`src/rtl/serial_adder.sv`:
```
// -----------------------------------------------------------------------------
// serial_adder
//
// Bit-serial adder. A start request in IDLE captures two WIDTH-bit operands
// and a carry-in. The block then makes one pass per clock through a single
// full adder, LSB first. The final sum and carry are presented in DONE
// together with a one-cycle done pulse. They stay on sum/cout until the next
// addition completes or reset is applied.
//
// Parameters
//   WIDTH          operand width in bits (1..32)
//
// Ports
//   clk            rising-edge clock
//   rst_n          asynchronous active-low reset
//   start          request to begin an addition (acted on only in IDLE)
//   a_in, b_in     operands, sampled together with start
//   cin            carry-in, sampled together with start
//   busy           high in RUN and DONE
//   sum_bit        serial sum bit of the current step, LSB first (0 outside RUN)
//   sum_bit_valid  high while sum_bit carries a result bit (RUN only)
//   done           one-cycle completion pulse (DONE state)
//   sum            parallel result, (a + b + cin) mod 2^WIDTH
//   cout           carry out of bit WIDTH-1
// -----------------------------------------------------------------------------
module serial_adder #(
  parameter int WIDTH = 8
) (
  input  logic             clk,
  input  logic             rst_n,
  input  logic             start,
  input  logic [WIDTH-1:0] a_in,
  input  logic [WIDTH-1:0] b_in,
  input  logic             cin,
  output logic             busy,
  output logic             sum_bit,
  output logic             sum_bit_valid,
  output logic             done,
  output logic [WIDTH-1:0] sum,
  output logic             cout
);

  // The counter must be able to represent WIDTH itself, so it never wraps
  // during a run.
  localparam int CNT_W = $clog2(WIDTH + 1);

  typedef enum logic [1:0] {
    IDLE = 2'b00,
    RUN  = 2'b01,
    DONE = 2'b10
  } state_t;

  // ---------------------------------------------------------------------------
  // Single-bit full adder helpers
  // ---------------------------------------------------------------------------
  function automatic logic fa_sum(input logic a, input logic b, input logic c);
    return a ^ b ^ c;
  endfunction

  function automatic logic fa_carry(input logic a, input logic b, input logic c);
    return (a & b) | (b & c) | (a & c);
  endfunction

  // ---------------------------------------------------------------------------
  // Declarations
  // ---------------------------------------------------------------------------
  state_t             state_r;
  state_t             state_next_s;

  logic [WIDTH-1:0]   a_sh_r;
  logic [WIDTH-1:0]   b_sh_r;
  logic [WIDTH-1:0]   sum_sh_r;
  logic               carry_r;
  logic [CNT_W-1:0]   cnt_r;

  logic [WIDTH-1:0]   sum_r;
  logic               cout_r;

  logic               fa_s_s;
  logic               fa_c_s;
  logic               last_bit_s;
  logic [WIDTH-1:0]   sum_sh_next_s;

  logic               busy_s;
  logic               done_s;
  logic               sum_bit_s;
  logic               sum_bit_valid_s;

  // ---------------------------------------------------------------------------
  // Datapath combinational terms
  // ---------------------------------------------------------------------------
  assign fa_s_s = fa_sum(a_sh_r[0], b_sh_r[0], carry_r);
  assign fa_c_s = fa_carry(a_sh_r[0], b_sh_r[0], carry_r);

  // The step that brings the counter up to WIDTH is the last one in RUN.
  assign last_bit_s = (cnt_r == CNT_W'(WIDTH - 1));

  // The new sum bit enters at the MSB end. After WIDTH steps the first bit
  // computed has moved down to bit 0. The concatenate-and-truncate form also
  // works for WIDTH = 1, where a [WIDTH-1:1] slice would be empty.
  assign sum_sh_next_s = WIDTH'({fa_s_s, sum_sh_r} >> 1);

  // ---------------------------------------------------------------------------
  // FSM: state register
  // ---------------------------------------------------------------------------
  // State register with asynchronous reset to IDLE.
  always_ff @(posedge clk or negedge rst_n) begin
    if (!rst_n) begin
      state_r <= IDLE;
    end else begin
      state_r <= state_next_s;
    end
  end

  // ---------------------------------------------------------------------------
  // FSM: next-state logic
  // ---------------------------------------------------------------------------
  // Next-state decode. start is looked at only in IDLE.
  always_comb begin
    state_next_s = state_r;
    case (state_r)
      IDLE: begin
        if (start) begin
          state_next_s = RUN;
        end else begin
          state_next_s = IDLE;
        end
      end
      RUN: begin
        if (last_bit_s) begin
          state_next_s = DONE;
        end else begin
          state_next_s = RUN;
        end
      end
      DONE: begin
        state_next_s = IDLE;
      end
      default: begin
        state_next_s = IDLE;
      end
    endcase
  end

  // ---------------------------------------------------------------------------
  // FSM: output decode
  // ---------------------------------------------------------------------------
  // Output decode. The outputs come from the state register and datapath
  // flops only, never directly from the primary inputs.
  always_comb begin
    busy_s          = 1'b0;
    done_s          = 1'b0;
    sum_bit_s       = 1'b0;
    sum_bit_valid_s = 1'b0;
    case (state_r)
      IDLE: begin
        busy_s = 1'b0;
      end
      RUN: begin
        busy_s          = 1'b1;
        sum_bit_s       = fa_s_s;
        sum_bit_valid_s = 1'b1;
      end
      DONE: begin
        busy_s = 1'b1;
        done_s = 1'b1;
      end
      default: begin
        busy_s = 1'b0;
      end
    endcase
  end

  // ---------------------------------------------------------------------------
  // Datapath: operand shifters, carry flop, sum shifter, bit counter
  // ---------------------------------------------------------------------------
  // Operand capture on an accepted start, then one full-adder step per RUN cycle.
  always_ff @(posedge clk or negedge rst_n) begin
    if (!rst_n) begin
      a_sh_r   <= '0;
      b_sh_r   <= '0;
      sum_sh_r <= '0;
      carry_r  <= 1'b0;
      cnt_r    <= '0;
    end else begin
      case (state_r)
        IDLE: begin
          if (start) begin
            a_sh_r  <= a_in;
            b_sh_r  <= b_in;
            carry_r <= cin;
            cnt_r   <= '0;
          end else begin
            cnt_r   <= cnt_r;
          end
        end
        RUN: begin
          sum_sh_r <= sum_sh_next_s;
          carry_r  <= fa_c_s;
          a_sh_r   <= a_sh_r >> 1;
          b_sh_r   <= b_sh_r >> 1;
          cnt_r    <= cnt_r + CNT_W'(1);
        end
        default: begin
          cnt_r <= cnt_r;
        end
      endcase
    end
  end

  // ---------------------------------------------------------------------------
  // Result registers
  // ---------------------------------------------------------------------------
  // The parallel result is captured on the final RUN step, so it becomes
  // visible in DONE. It then holds through IDLE and the next run.
  always_ff @(posedge clk or negedge rst_n) begin
    if (!rst_n) begin
      sum_r  <= '0;
      cout_r <= 1'b0;
    end else begin
      if ((state_r == RUN) && last_bit_s) begin
        sum_r  <= sum_sh_next_s;
        cout_r <= fa_c_s;
      end else begin
        sum_r  <= sum_r;
        cout_r <= cout_r;
      end
    end
  end

  // ---------------------------------------------------------------------------
  // Port assignments
  // ---------------------------------------------------------------------------
  assign busy          = busy_s;
  assign done          = done_s;
  assign sum_bit       = sum_bit_s;
  assign sum_bit_valid = sum_bit_valid_s;
  assign sum           = sum_r;
  assign cout          = cout_r;

endmodule

```
`config.mk`:
```
export PLATFORM = sky130hd
export DESIGN_NAME = serial_adder
export DESIGN_NICKNAME = d
export VERILOG_FILES = /design/src/rtl/serial_adder.sv
export SDC_FILE = /design/constraint.sdc
export NUM_CORES = 1
export LEC_CHECK = 0
export BUFFER_PORTS_ARGS = -buffer_cell sky130_fd_sc_hd__buf_4
export CAP_MARGIN = 10
export CELL_PAD_IN_SITES_DETAIL_PLACEMENT = 1
export CELL_PAD_IN_SITES_GLOBAL_PLACEMENT = 2
export CORE_UTILIZATION = 35
export DETAILED_ROUTE_END_ITERATION = 8
export GPL_TIMING_DRIVEN = 0
export PLACE_DENSITY = 0.84
export SKIP_CTS_REPAIR_TIMING = 1
export SLEW_MARGIN = 20
export SYNTH_ARGS = -nofsm -noshare
export SYNTH_HDL_FRONTEND = slang
export SYNTH_SLANG_ARGS = --single-unit
```
`constraint.sdc`:
```
create_clock -name clk -period 4.4 [get_ports clk]
set_input_delay 0.22 -clock clk [delete_from_list [all_inputs] [get_ports clk]]
set_output_delay 0.22 -clock clk [all_outputs]
set_load 0.1 [all_outputs]
```
# Word level (Yosys, flattened, before mapping)
# Cells that the tools add are included.
# Widths: inputs -> output; s select.
# totals
memories,0
ram_bits,0
in_bits,20
ff_bits,40
mem_bits_ro,0
output_inout_bits,13
wordCells,40
latchBits,0
# classes
magnitude_cmp,0
mul,0
n_bitwise,7
n_shift,0
eq_ne,4
muxes,15
n_div,0
n_addsub,1
reduce_logical,5
# op_table
cell,count
$pmux 8 s2,2
$mux 8,2
$pmux 4 s2,1
$mux 1,6
$add 4x1->4 const B,1
$eq 4x3->1 const B,1
$mux 4,1
$pmux 2 s2,1
$and 1x1->1,3
$eq 2x1->1 const B,1
$eq 2x2->1 const B,1
$logic_not 2->1,1
$mux 2,1
$ne 2x2->1 const B,1
$or 1x1->1,2
$pmux 1 s2,1
$reduce_and 2->1,1
$reduce_bool 2->1,1
$reduce_or 2->1,1
$xor 1x1->1,2
$logic_and 1x1->1,1

# Longest topological paths before layout
# Gate-level depths: netlist of the first run.
# logic_depth
word_depth,4
ltp_mapped,6
ltp_nobuf,5

# Worst setup path after synthesis of the first run
# Ideal clock, no wire load.
# synth_timing
kind,register to output
from,register state_r[1]
to,output port sum_bit
path_stages_with_launch,5
path_buffers,1
arrival_ps,2395
required_ps,4180
slack_ps,1785
cell_sequence,dfrtp_1 > inv_1 > ha_1 > buf_2 > and2_1
# synth_between
elab_chain_cells,2
# synth_rtl
item,line_no,rtl
start: declaration,67,state_t state_r;
start signal: assignment,111,state_r <= state_next_s;
$eq 2x1->1,155,case (state_r)
$mux 1,155,
end: declaration,36,"output logic sum_bit,"
# Every way passes these cells.

# Final worst setup path of the first run
# layout_timing
from,register state_r[1]
to,register carry_r
# layout_between
elab_chain_cells,3
word_cells_on_any_way,6
classes_between,2 x eq/ne; 1 x mux; 3 x reduce/logical
# layout_rtl
item,line_no,rtl
$eq 2x1->1 / $logic_not 2->1 (equally long branches),186,case (state_r)
$reduce_bool 2->1 (no source line) / $ne 2x2->1 (equally long branches),n/a,
$reduce_and 2->1 (no source line),n/a,
end signal: assignment,191,carry_r <= cin;
end signal: assignment,199,carry_r <= fa_c_s;
end: declaration,73,logic carry_r;
# Several ways; a longest one is shown, not always the timed one.
# A chain may end at the register's enable or synchronous reset.

==> results.md, run 1 <==
Synth:
- The number of nets produced by synthesis is 170.
- Synthesis produced 145 cells.
- The distinct cell type count after synthesis is 24.
- The Yosys step of the flow raised 0 warnings.
- The average size of a mapped cell is 12.1 µm².
- In this run the cell area of the synthesized design comes to 1760 µm².
- The share of the yosys chip area belonging to registers is 55.5%.
- The flip-flop and latch count after synthesis is 39.

Timing:
- The worst slew slack as a fraction of its limit is 57.3%.
- Setup repair after global routing left no endpoint under its margin.
- The highest clock frequency the design can meet is 0.490 GHz.
- The number of max-slew violations in the final report is 0.
- The post-layout minimum cycle time is 2.04 ns.
- The slew at the pin closest to its max-slew limit is 0.622 ns.
- The tightest hold path in the finished design has a slack of 0.175 ns.
- In the finished design, the share of the clock period the worst path needs comes to 46.4%.
- The setup TNS is 0 ns.
- For the final database, setup skew stands at 0.00434 ns.
- The hold violation count in the final report is 0.
- Setup violations remaining at the end of the flow were counted as 0.

Routing:
- The via density per instance is 4.79.
- The final routed wire length divided by cell count is 13.5 µm.
- The routed via count is 1212.
- The number of optimization iterations in the first detailed-route pass is 6.
- After detailed routing, the number of remaining DRC violations is 0.
- The number of DRC markers after the initial detailed-route iteration is 50.
- The count of nets left with antenna violations once routing finished came out at 0.
- Wires add up to 3410 µm.

Clock tree:
- The cell at the root of the clock tree is clkbuf_8.
- The maximum number of buffers from clock root to sink is 2.
- TritonCTS built the clock tree.
- The H-tree generated during clock tree synthesis spans 2 levels.
- The tree built by TritonCTS fans out to 39 sinks.
- The clock reaches the later pin of the worst-skew pair after 0.29 ns.
- After clock tree synthesis, the clock-pin slew on the worst setup and hold paths is 0.07 ns.
- Clock tree synthesis inserted a total of 5 buffers.

Final layout:
- The count of cells in the finished layout, fillers not included, comes to 253.
- The most common library cell in the layout ignoring fill and taps is dfrtp_1.
- In the final design database the tool counted 210 nets.
- The repair_antennas step left the layout with diodes totalling 0.
- The top cell types in the final layout, fill and taps aside, are 39 x dfrtp_1, 32 x buf_4, 23 x nand2_1.
- The proportion of layout cells with a drive suffix above 1 is 32.8%.
- From synthesis to final layout, the design area changed by 26.5%.

Global route:
- Global routing consumed, over all layers together, 15.0% of the routing resources.
- The via count of the first global-routing pass is 1256.
- After global routing the overflow that remains totals 0.
- The first global-routing pass estimated 6020 µm of wire.
- The initial antenna violation count is 0.
- Entering global routing, the biggest net connects 40 pins.

Placement:
- The number of placed cells counting well taps is 244.
- Once detailed placement completed, the half-perimeter wirelength came to 2450 µm.
- The congestion estimate from routability-driven global placement came to 0.712.
- The number of I/O port buffers is 32.

Critical path:
- The type of origin of the critical path is a flip-flop.
- At the worst endpoint, the required time is 4.55 ns.
- The data arrival time of the critical path is 2.20 ns.
- The kind of end point of the critical path is a flip-flop.
- Along the worst path, the maximum fanout reaches 10.
- The critical path class is reg -> reg.

Floorplanning:
- The initialized floorplan defines 25 standard-cell rows.
- The height of the die is 72.9 µm.
- The floorplan core area is 4790 µm².
- Once the floorplan was initialized, standard cells occupied 36.7% of the core.
- The horizontal extent of the die is 72.9 µm.
- The floorplan step defined a die boundary enclosing 5310 µm².
- During I/O placement, the number of pins put on the boundary was 33.

Job:
- Max-cap violations in this run came to 0.

Run status:
- The run finished with clean final reports.

Worst hold path:
- The path class of the lowest-slack min-delay path is in -> reg.
-- layer usage --
metal / GRT usage, % / share of wire, %
met1: 20.2 / 47
met2: 23.1 / 47
met3: 4.83 / 4.8
met4: 4.58 / 1.3
met5: 0 / 0
-- logic make-up (layout without fill, tap and decap cells) --
family                     count (synthesis)  after routing  share of synthesized area (%)
DFF                                       39             39                           55.5
and+or+nand+nor                           32             32                           8.04
muxes                                     31             31                           20.6
AOI/OAI and AO/OA                         27             27                           8.68
buffers and inverters                     11             52                           3.13
adders and majority gates                  5              5                           3.99
-- layout make-up --
cell class | count | area [µm²]
timing repair buffer | 33 | 250
buffer | 7 | 40.0
clock buffer | 6 | 72.6
multi-input combinational | 95 | 727
inverter | 4 | 15.0
sequential | 39 | 976
fill | 518 | 2560
tap | 67 | 83.8
clock inverter | 2 | 60.1
-- final timing paths --
| path | startpoint | end | slack [ns] | cells after the start |
|---|---|---|---|---|
| min in group asynchronous | rst_n | sum[2] | 0.44 | 2 |
| max in group asynchronous | rst_n | a_sh_r[3] | 3.61 | 2 |
| worst max-delay path | state_r[1] | carry_r | 2.36 | 5 |
| worst min register to register | a_sh_r[1] | a_sh_r[1] | 0.49 | 2 |
| worst max register to register | state_r[1] | carry_r | 2.36 | 5 |
| worst min-delay path | start | state_r[0] | 0.18 | 3 |
-- registers in the layout, indices dropped and copies added, names as in the netlist --
name      cells
a_sh_r        8
b_sh_r        8
sum           8
sum_sh_r      7
cnt_r         4
state_r       2
carry_r       1
cout          1
-- Yosys cell counts (all sizes together) --
library cell	count	area (µm²)
a21o	1	7.51
a22o	1	8.76
a22oi	1	7.51
a31oi	2	12.5
and2	2	12.5
buf	6	36.3
clkbuf	1	3.75
dfrtp	39	976
fa	1	20.0
ha	4	50.1
inv	4	15.0
mux2	15	203
mux2i	16	160
nand2	23	86.3
nand2b	2	12.5
nand3	1	5.00
nor2b	3	18.8
o21ai	20	100
o31ai	1	7.51
o41ai	1	8.76
or3	1	6.26
-- metrics by stage --
step	worst slack [ns]	util [%]	instance area (µm²)
2_1_floorplan	1.78	-	1760
3_3_place_gp	2.42	43.5	2080
3_5_place_dp	2.36	43.5	2080
4_1_cts	2.30	46.3	2210
5_1_grt	2.19	46.5	2220
6_report	2.36	46.5	2220
-- critical path, stage by stage, from the launching register on --
cell,delay [ns]
dfrtp_1,0.38
inv_1,0.08
ha_1,0.31
mux2i_1,0.59
clkbuf_1,0.37
o21ai_0,0.17
Power of run 1 is not shown: default switching activity piles up to over one toggle a cycle in this logic, so the estimate is an artifact.
==> run 2: changes to the inputs <==
==> constraint.sdc (replaced) <==
create_clock -name clk -period 1.9 [get_ports clk]
set_input_delay 0.095 -clock clk [delete_from_list [all_inputs] [get_ports clk]]
set_output_delay 0.095 -clock clk [all_outputs]
set_load 0.1 [all_outputs]
==> results.md, run 2 (synthesized netlist as in run 1, its figures left out) <==
Run status:
- Run status: complete, no violations (unchanged).

Clock tree:
- The clock tree from TritonCTS is yes (unchanged).
- The TritonCTS sink count was 39 (unchanged).
- The total clock buffers created by CTS is 5 (unchanged).
- The clock network latency to the later pin of the worst-skew pair is 0.30 ns (was 0.29 ns).
- The maximum number of buffers from clock root to sink came to 2 (unchanged).
- The cell at the root of the clock tree was clkbuf_8 (unchanged).
- The clock slew seen by the registers of the worst setup and hold paths is 0.08 ns (was 0.07 ns).
- The H-tree level count is 2 (unchanged).

Critical path:
- The reg-to-reg critical path startpoint was state_r[0] (was state_r[1]).
- The worst endpoint required time was 1.80 ns (was 4.55 ns).
- The register-to-register setup slack is 0.16 ns (was 2.36 ns).
- The capturing element of the worst setup path is sum_bit (was carry_r).
- The data arrival time of the critical path came to 1.68 ns (was 2.20 ns).
- The type of origin of the critical path is a flip-flop (unchanged).
- The largest fanout on the critical path is 10 (unchanged).
- The critical path class is reg -> out (was reg -> reg).
- The number of cell instances on the worst register-to-register path is 6 (was 5).
- The endpoint of the most critical register-to-register path is carry_r (unchanged).
- The timing startpoint of the critical path was state_r[1] (unchanged).
- The kind of end point of the critical path is an output port (was flip-flop).

Final layout:
- The total number of nets in the final design is 210 (unchanged).
- The antenna diode count is 0 (unchanged).
- The layout-stage area growth over the synthesis result is 28.8% (was 26.5%).
- The post-route non-filler standard cell count is 253 (unchanged).
- The utilization of the core after routing is 47.3% (was 46.5%).
- The proportion of layout cells with a drive suffix above 1 is 36.0% (was 32.8%).
- The final non-filler cell area was 2260 µm² (was 2220 µm²).
- Commonest non-fill, non-tap cells in the layout: 39 x dfrtp_1, 31 x buf_4, 23 x nand2_1 (was 39 x dfrtp_1, 32 x buf_4, 23 x nand2_1).
- The most common library cell in the layout ignoring fill and taps is dfrtp_1 (unchanged).

Floorplanning:
- The number of ports placed on the die boundary came to 33 (unchanged).
- The initial standard-cell utilization of the core was 36.7% (unchanged).
- The floorplan core area is 4790 µm² (unchanged).
- The die area is 5310 µm² (unchanged).
- The horizontal extent of the die is 72.9 µm (unchanged).
- The height of the die came to 72.9 µm (unchanged).
- The standard-cell row count is 25 (unchanged).

Global route:
- The global-route congestion overflow total came to 0 (unchanged).
- The via count of the first global-routing pass came to 1261 (was 1256).
- The global-route wire length before repair is 6290 µm (was 6020 µm).
- The global-route total usage across every layer is 16.3% (was 15.0%).
- The maximum number of pins on one net before global-route repair was 40 (unchanged).
- The initial antenna violation count was 0 (unchanged).

Timing:
- The number of max-slew violations in the final report is 0 (unchanged).
- Based on the critical path, the design can be clocked at up to 0.563 GHz.
- The worst slew slack as a fraction of its limit is 66.4% (was 57.3%).
- The post-layout minimum cycle time is 1.78 ns.
- Unrepaired setup endpoints after global routing: no (unchanged).
- The final count of negative-setup-slack endpoints was 0 (unchanged).
- The setup TNS is 0 ns (unchanged).
- The clock skew after layout was 0.0101 ns (was 0.00434 ns).
- The slew at the pin closest to its max-slew limit is 0.504 ns (was 0.622 ns).
- The hold violation count in the final report was 0 (unchanged).
- The share of the clock period used by the worst path after layout is 93.4%.

Worst hold path:
- The path class of the lowest-slack min-delay path is in -> reg (unchanged).

Routing:
- The number of optimization iterations in the first detailed-route pass is 3 (was 6).
- The total detailed-routing wirelength is 3810 µm (was 3410 µm).
- The residual antenna-violating net count after detailed routing is 0 (unchanged).
- The final routed wire length divided by cell count is 15.1 µm (was 13.5 µm).
- The number of remaining DRC errors is 0 (unchanged).
- The via density per instance is 4.86 (was 4.79).
- The number of DRC markers after the initial detailed-route iteration is 16 (was 50).
- The routed via count is 1230 (was 1212).

Placement:
- The global placement routability congestion is 0.672 (was 0.712).
- The number of placed cells counting well taps was 244 (unchanged).
- The number of I/O port buffers was 32 (unchanged).
- The placed standard-cell area is 2100 µm² (was 2080 µm²).
- The placed wire-length estimate is 2660 µm (was 2450 µm).

Job:
- The number of max-cap violations is 0 (unchanged).
==> run 2: per-stage QoR <==
stage          setup WS (ns)  hold slack [ns]
3_5_place_dp          -0.203            0.100
5_1_grt              0.00330           0.0760
4_1_cts               -0.245           -0.226
2_1_floorplan         0.0695           -0.201
3_3_place_gp          -0.100           0.0895
6_report               0.125           0.0756
==> run 2: routing by layer <==
layer  vias to the layer above  part of all wire (%)  GRT usage (%)
met4                         0                  0.55           5.23
li1                        575                     -              -
met2                        34                    49           26.3
met1                       619                    46           20.9
met5                         -                     0              0
met3                         2                   4.9           5.39
==> run 2: final cells by class <==
| class | instances | area (µm²) |
|---|---|---|
| Fill cell | 521 | 2520 |
| Multi-Input combinational cell | 95 | 756 |
| Clock inverter | 3 | 67.6 |
| Inverter | 4 | 15.0 |
| Clock buffer | 5 | 68.8 |
| Sequential cell | 39 | 976 |
| Timing Repair Buffer | 33 | 254 |
| Buffer | 7 | 43.8 |
| Tap cell | 67 | 83.8 |
==> run 2: worst min path at each step <==
stage | slack, ns | from | endpoint | cells after the start
3_3_place_gp | 0.09 | rst_n | state_r[1] | 1
5_1_grt | 0.08 | start | state_r[0] | 3
3_5_place_dp | 0.10 | rst_n | sum[6] | 1
2_1_floorplan | -0.20 | rst_n | a_sh_r[0] | 0
4_1_cts | -0.23 | rst_n | sum[6] | 1
6_report | 0.08 | start | state_r[0] | 3
==> run 2: critical path: stages (launching register included) <==
cell,delay [ns]
dfrtp_1,0.39
inv_1,0.12
ha_4,0.19
buf_2,0.24
and2_2,0.22
buf_6,0.23
Power of run 2 is left out for the same reason.
==> run 3: changes to the inputs <==
--- a/config.mk
+++ b/config.mk
@@ -7,12 +7,12 @@
 export LEC_CHECK = 0
 export BUFFER_PORTS_ARGS = -buffer_cell sky130_fd_sc_hd__buf_4
 export CAP_MARGIN = 10
-export CELL_PAD_IN_SITES_DETAIL_PLACEMENT = 1
-export CELL_PAD_IN_SITES_GLOBAL_PLACEMENT = 2
+export CELL_PAD_IN_SITES_DETAIL_PLACEMENT = 0
+export CELL_PAD_IN_SITES_GLOBAL_PLACEMENT = 1
 export CORE_UTILIZATION = 35
 export DETAILED_ROUTE_END_ITERATION = 8
 export GPL_TIMING_DRIVEN = 0
-export PLACE_DENSITY = 0.84
+export PLACE_DENSITY = 0.73
 export SKIP_CTS_REPAIR_TIMING = 1
 export SLEW_MARGIN = 20
 export SYNTH_ARGS = -nofsm -noshare
==> results.md, run 3 (synthesized netlist as in run 1, its figures left out) <==
Critical path:
- Ordered cell list for the critical path: fa_1 -> and2_2 -> buf_4 (was inv_1 -> ha_4 -> buf_2 -> and2_2 -> buf_6).
- The kind of end point of the critical path was an output port (unchanged).
- The register-to-register setup slack was 0.21 ns (was 0.16 ns).
- The critical path class is reg -> out (unchanged).
- The number of buffers and inverters on the critical path came to 1 (was 3).
- The largest delay contributor family on the critical path is adder cells (was buffers and inverters).
- The critical path depth in cells was 3 (was 5).
- The worst endpoint required time was 1.80 ns (about the same).
- The cell with the largest stage delay on the worst path is fa_1 (was dfrtp_1).
- The data arrival time of the critical path is 1.72 ns (was 1.68 ns).
- The delay contributed by the slowest stage of the critical path is 0.56 ns (was 0.39 ns).
- The type of origin of the critical path is a flip-flop (unchanged).
- The largest fanout on the critical path is 2 (was 10).
- The number of cell instances on the worst register-to-register path is 6 (unchanged).

Routing:
- The routed via count is 1215 (was 1230).
- The number of DRC markers after the initial detailed-route iteration is 22 (was 16).
- The residual antenna-violating net count after detailed routing is 0 (unchanged).
- The total detailed-routing wirelength was 3320 µm (was 3810 µm).
- The final routed wire length divided by cell count is 13.1 µm (was 15.1 µm).
- The number of remaining DRC errors came to 0 (unchanged).
- The number of optimization iterations in the first detailed-route pass came to 3 (unchanged).
- The via density per instance was 4.80 (was 4.86).

Final layout:
- The utilization of the core after routing is 46.2% (was 47.3%).
- The proportion of layout cells with a drive suffix above 1 is 36.0% (unchanged).
- The most common library cell in the layout ignoring fill and taps was dfrtp_1 (unchanged).
- The number of fillers in the final layout is 465 (was 521).
- The post-route non-filler standard cell count is 253 (unchanged).
- Commonest non-fill, non-tap cells in the layout: 39 x dfrtp_1, 32 x buf_4, 23 x nand2_1 (was 39 x dfrtp_1, 31 x buf_4, 23 x nand2_1).
- The total number of nets in the final design came to 210 (unchanged).
- The layout-stage area growth over the synthesis result is 25.8% (was 28.8%).
- The antenna diode count is 0 (unchanged).

Global route:
- The global-route total usage across every layer was 14.7% (was 16.3%).
- The via count of the first global-routing pass was 1248 (was 1261).
- The global-route congestion overflow total is 0 (unchanged).
- The global-route wire length before repair is 5800 µm (was 6290 µm).
- The initial antenna violation count is 0 (unchanged).
- The maximum number of pins on one net before global-route repair came to 40 (unchanged).

Worst hold path:
- The path class of the lowest-slack min-delay path is in -> reg (unchanged).
- The cell depth of the worst min-delay path is 3 (unchanged).

Timing:
- The post-layout minimum cycle time came to 1.82 ns (was 1.78 ns).
- The worst slew slack as a fraction of its limit is 67.4% (was 66.4%).
- The clock skew after layout is 0.00662 ns (was 0.0101 ns).
- Unrepaired setup endpoints after global routing: no (unchanged).
- The highest clock frequency the design can meet is 0.551 GHz (was 0.563 GHz).
- The share of the clock period used by the worst path after layout came to 95.6% (was 93.4%).
- The number of max-slew violations in the final report is 0 (unchanged).
- The slew at the pin closest to its max-slew limit is 0.488 ns (was 0.504 ns).
- The final count of negative-setup-slack endpoints is 0 (unchanged).
- The hold violation count in the final report is 0 (unchanged).

Clock tree:
- The clock network latency to the later pin of the worst-skew pair is 0.30 ns (about the same).
- The H-tree level count is 2 (unchanged).
- The maximum number of buffers from clock root to sink is 2 (unchanged).
- The clock tree from TritonCTS is yes (unchanged).
- The total clock buffers created by CTS was 5 (unchanged).
- The cell at the root of the clock tree is clkbuf_8 (unchanged).
- The clock slew seen by the registers of the worst setup and hold paths is 0.08 ns (about the same).
- The TritonCTS sink count is 39 (unchanged).

Placement:
- The global placement routability congestion came to 0.700 (was 0.672).
- The placed wire-length estimate came to 2360 µm (was 2660 µm).
- The number of I/O port buffers came to 32 (unchanged).
- The number of placed cells counting well taps is 244 (unchanged).

Run status:
- Run status: complete, no violations (unchanged).

Floorplanning:
- The floorplan core area was 4790 µm² (unchanged).
- The initial standard-cell utilization of the core is 36.7% (unchanged).
- The horizontal extent of the die came to 72.9 µm (unchanged).
- The die area was 5310 µm² (unchanged).
- The number of ports placed on the die boundary is 33 (unchanged).
- The standard-cell row count is 25 (unchanged).
- The height of the die came to 72.9 µm (unchanged).

Job:
- The number of max-cap violations was 0 (unchanged).
==> run 3: worst paths after layout <==
check / from / endpoint
worst max-delay path: a_sh_r[0] / sum_bit
worst min-delay path: start / state_r[0]
worst max register to register: state_r[1] / cout
worst min register to register: b_sh_r[1] / b_sh_r[1]
max in group asynchronous: rst_n / b_sh_r[7]
min in group asynchronous: rst_n / sum[3]
==> run 3: cell type report <==
cell class	count	area, µm²	area share, %
multi-input cells	95	756	34.2
repair buffers	33	250	11.3
clock inverters	3	20.0	0.905
well taps	67	83.8	3.79
inverters	4	15.0	0.679
clock buffers	5	68.8	3.11
flip-flops and latches	39	976	44.1
plain buffers	7	41.3	1.87
==> run 3: worst register-to-register path: stages, from the launching register on <==
cell	delay, ns
dfrtp_1	0.39
inv_1	0.11
ha_4	0.18
inv_2	0.06
or3_1	0.38
buf_6	0.17
mux2_4	0.31
==> run 3: through the flow <==
step           hold WS, ns  setup TNS [ns]  cell area [µm²]  worst slack [ns]
3_5_place_dp        0.0950          -0.815             2100            -0.105
6_report            0.0610               0             2210            0.0844
2_1_floorplan       -0.201               0             1770            0.0695
3_3_place_gp        0.0865          -0.264             2100           -0.0311
4_1_cts             -0.229           -1.09             2180            -0.121
5_1_grt             0.0637               0             2210           0.00610
==> run 3: layer usage <==
layer	GRT usage, %	vias to the layer above	part of all wire (%)
met3	5.52	7	5.7
met4	4.58	0	1.4
met1	18.3	601	45
li1	-	579	-
met5	0	-	0
met2	23.9	28	48
Power of run 3 is left out for the same reason.
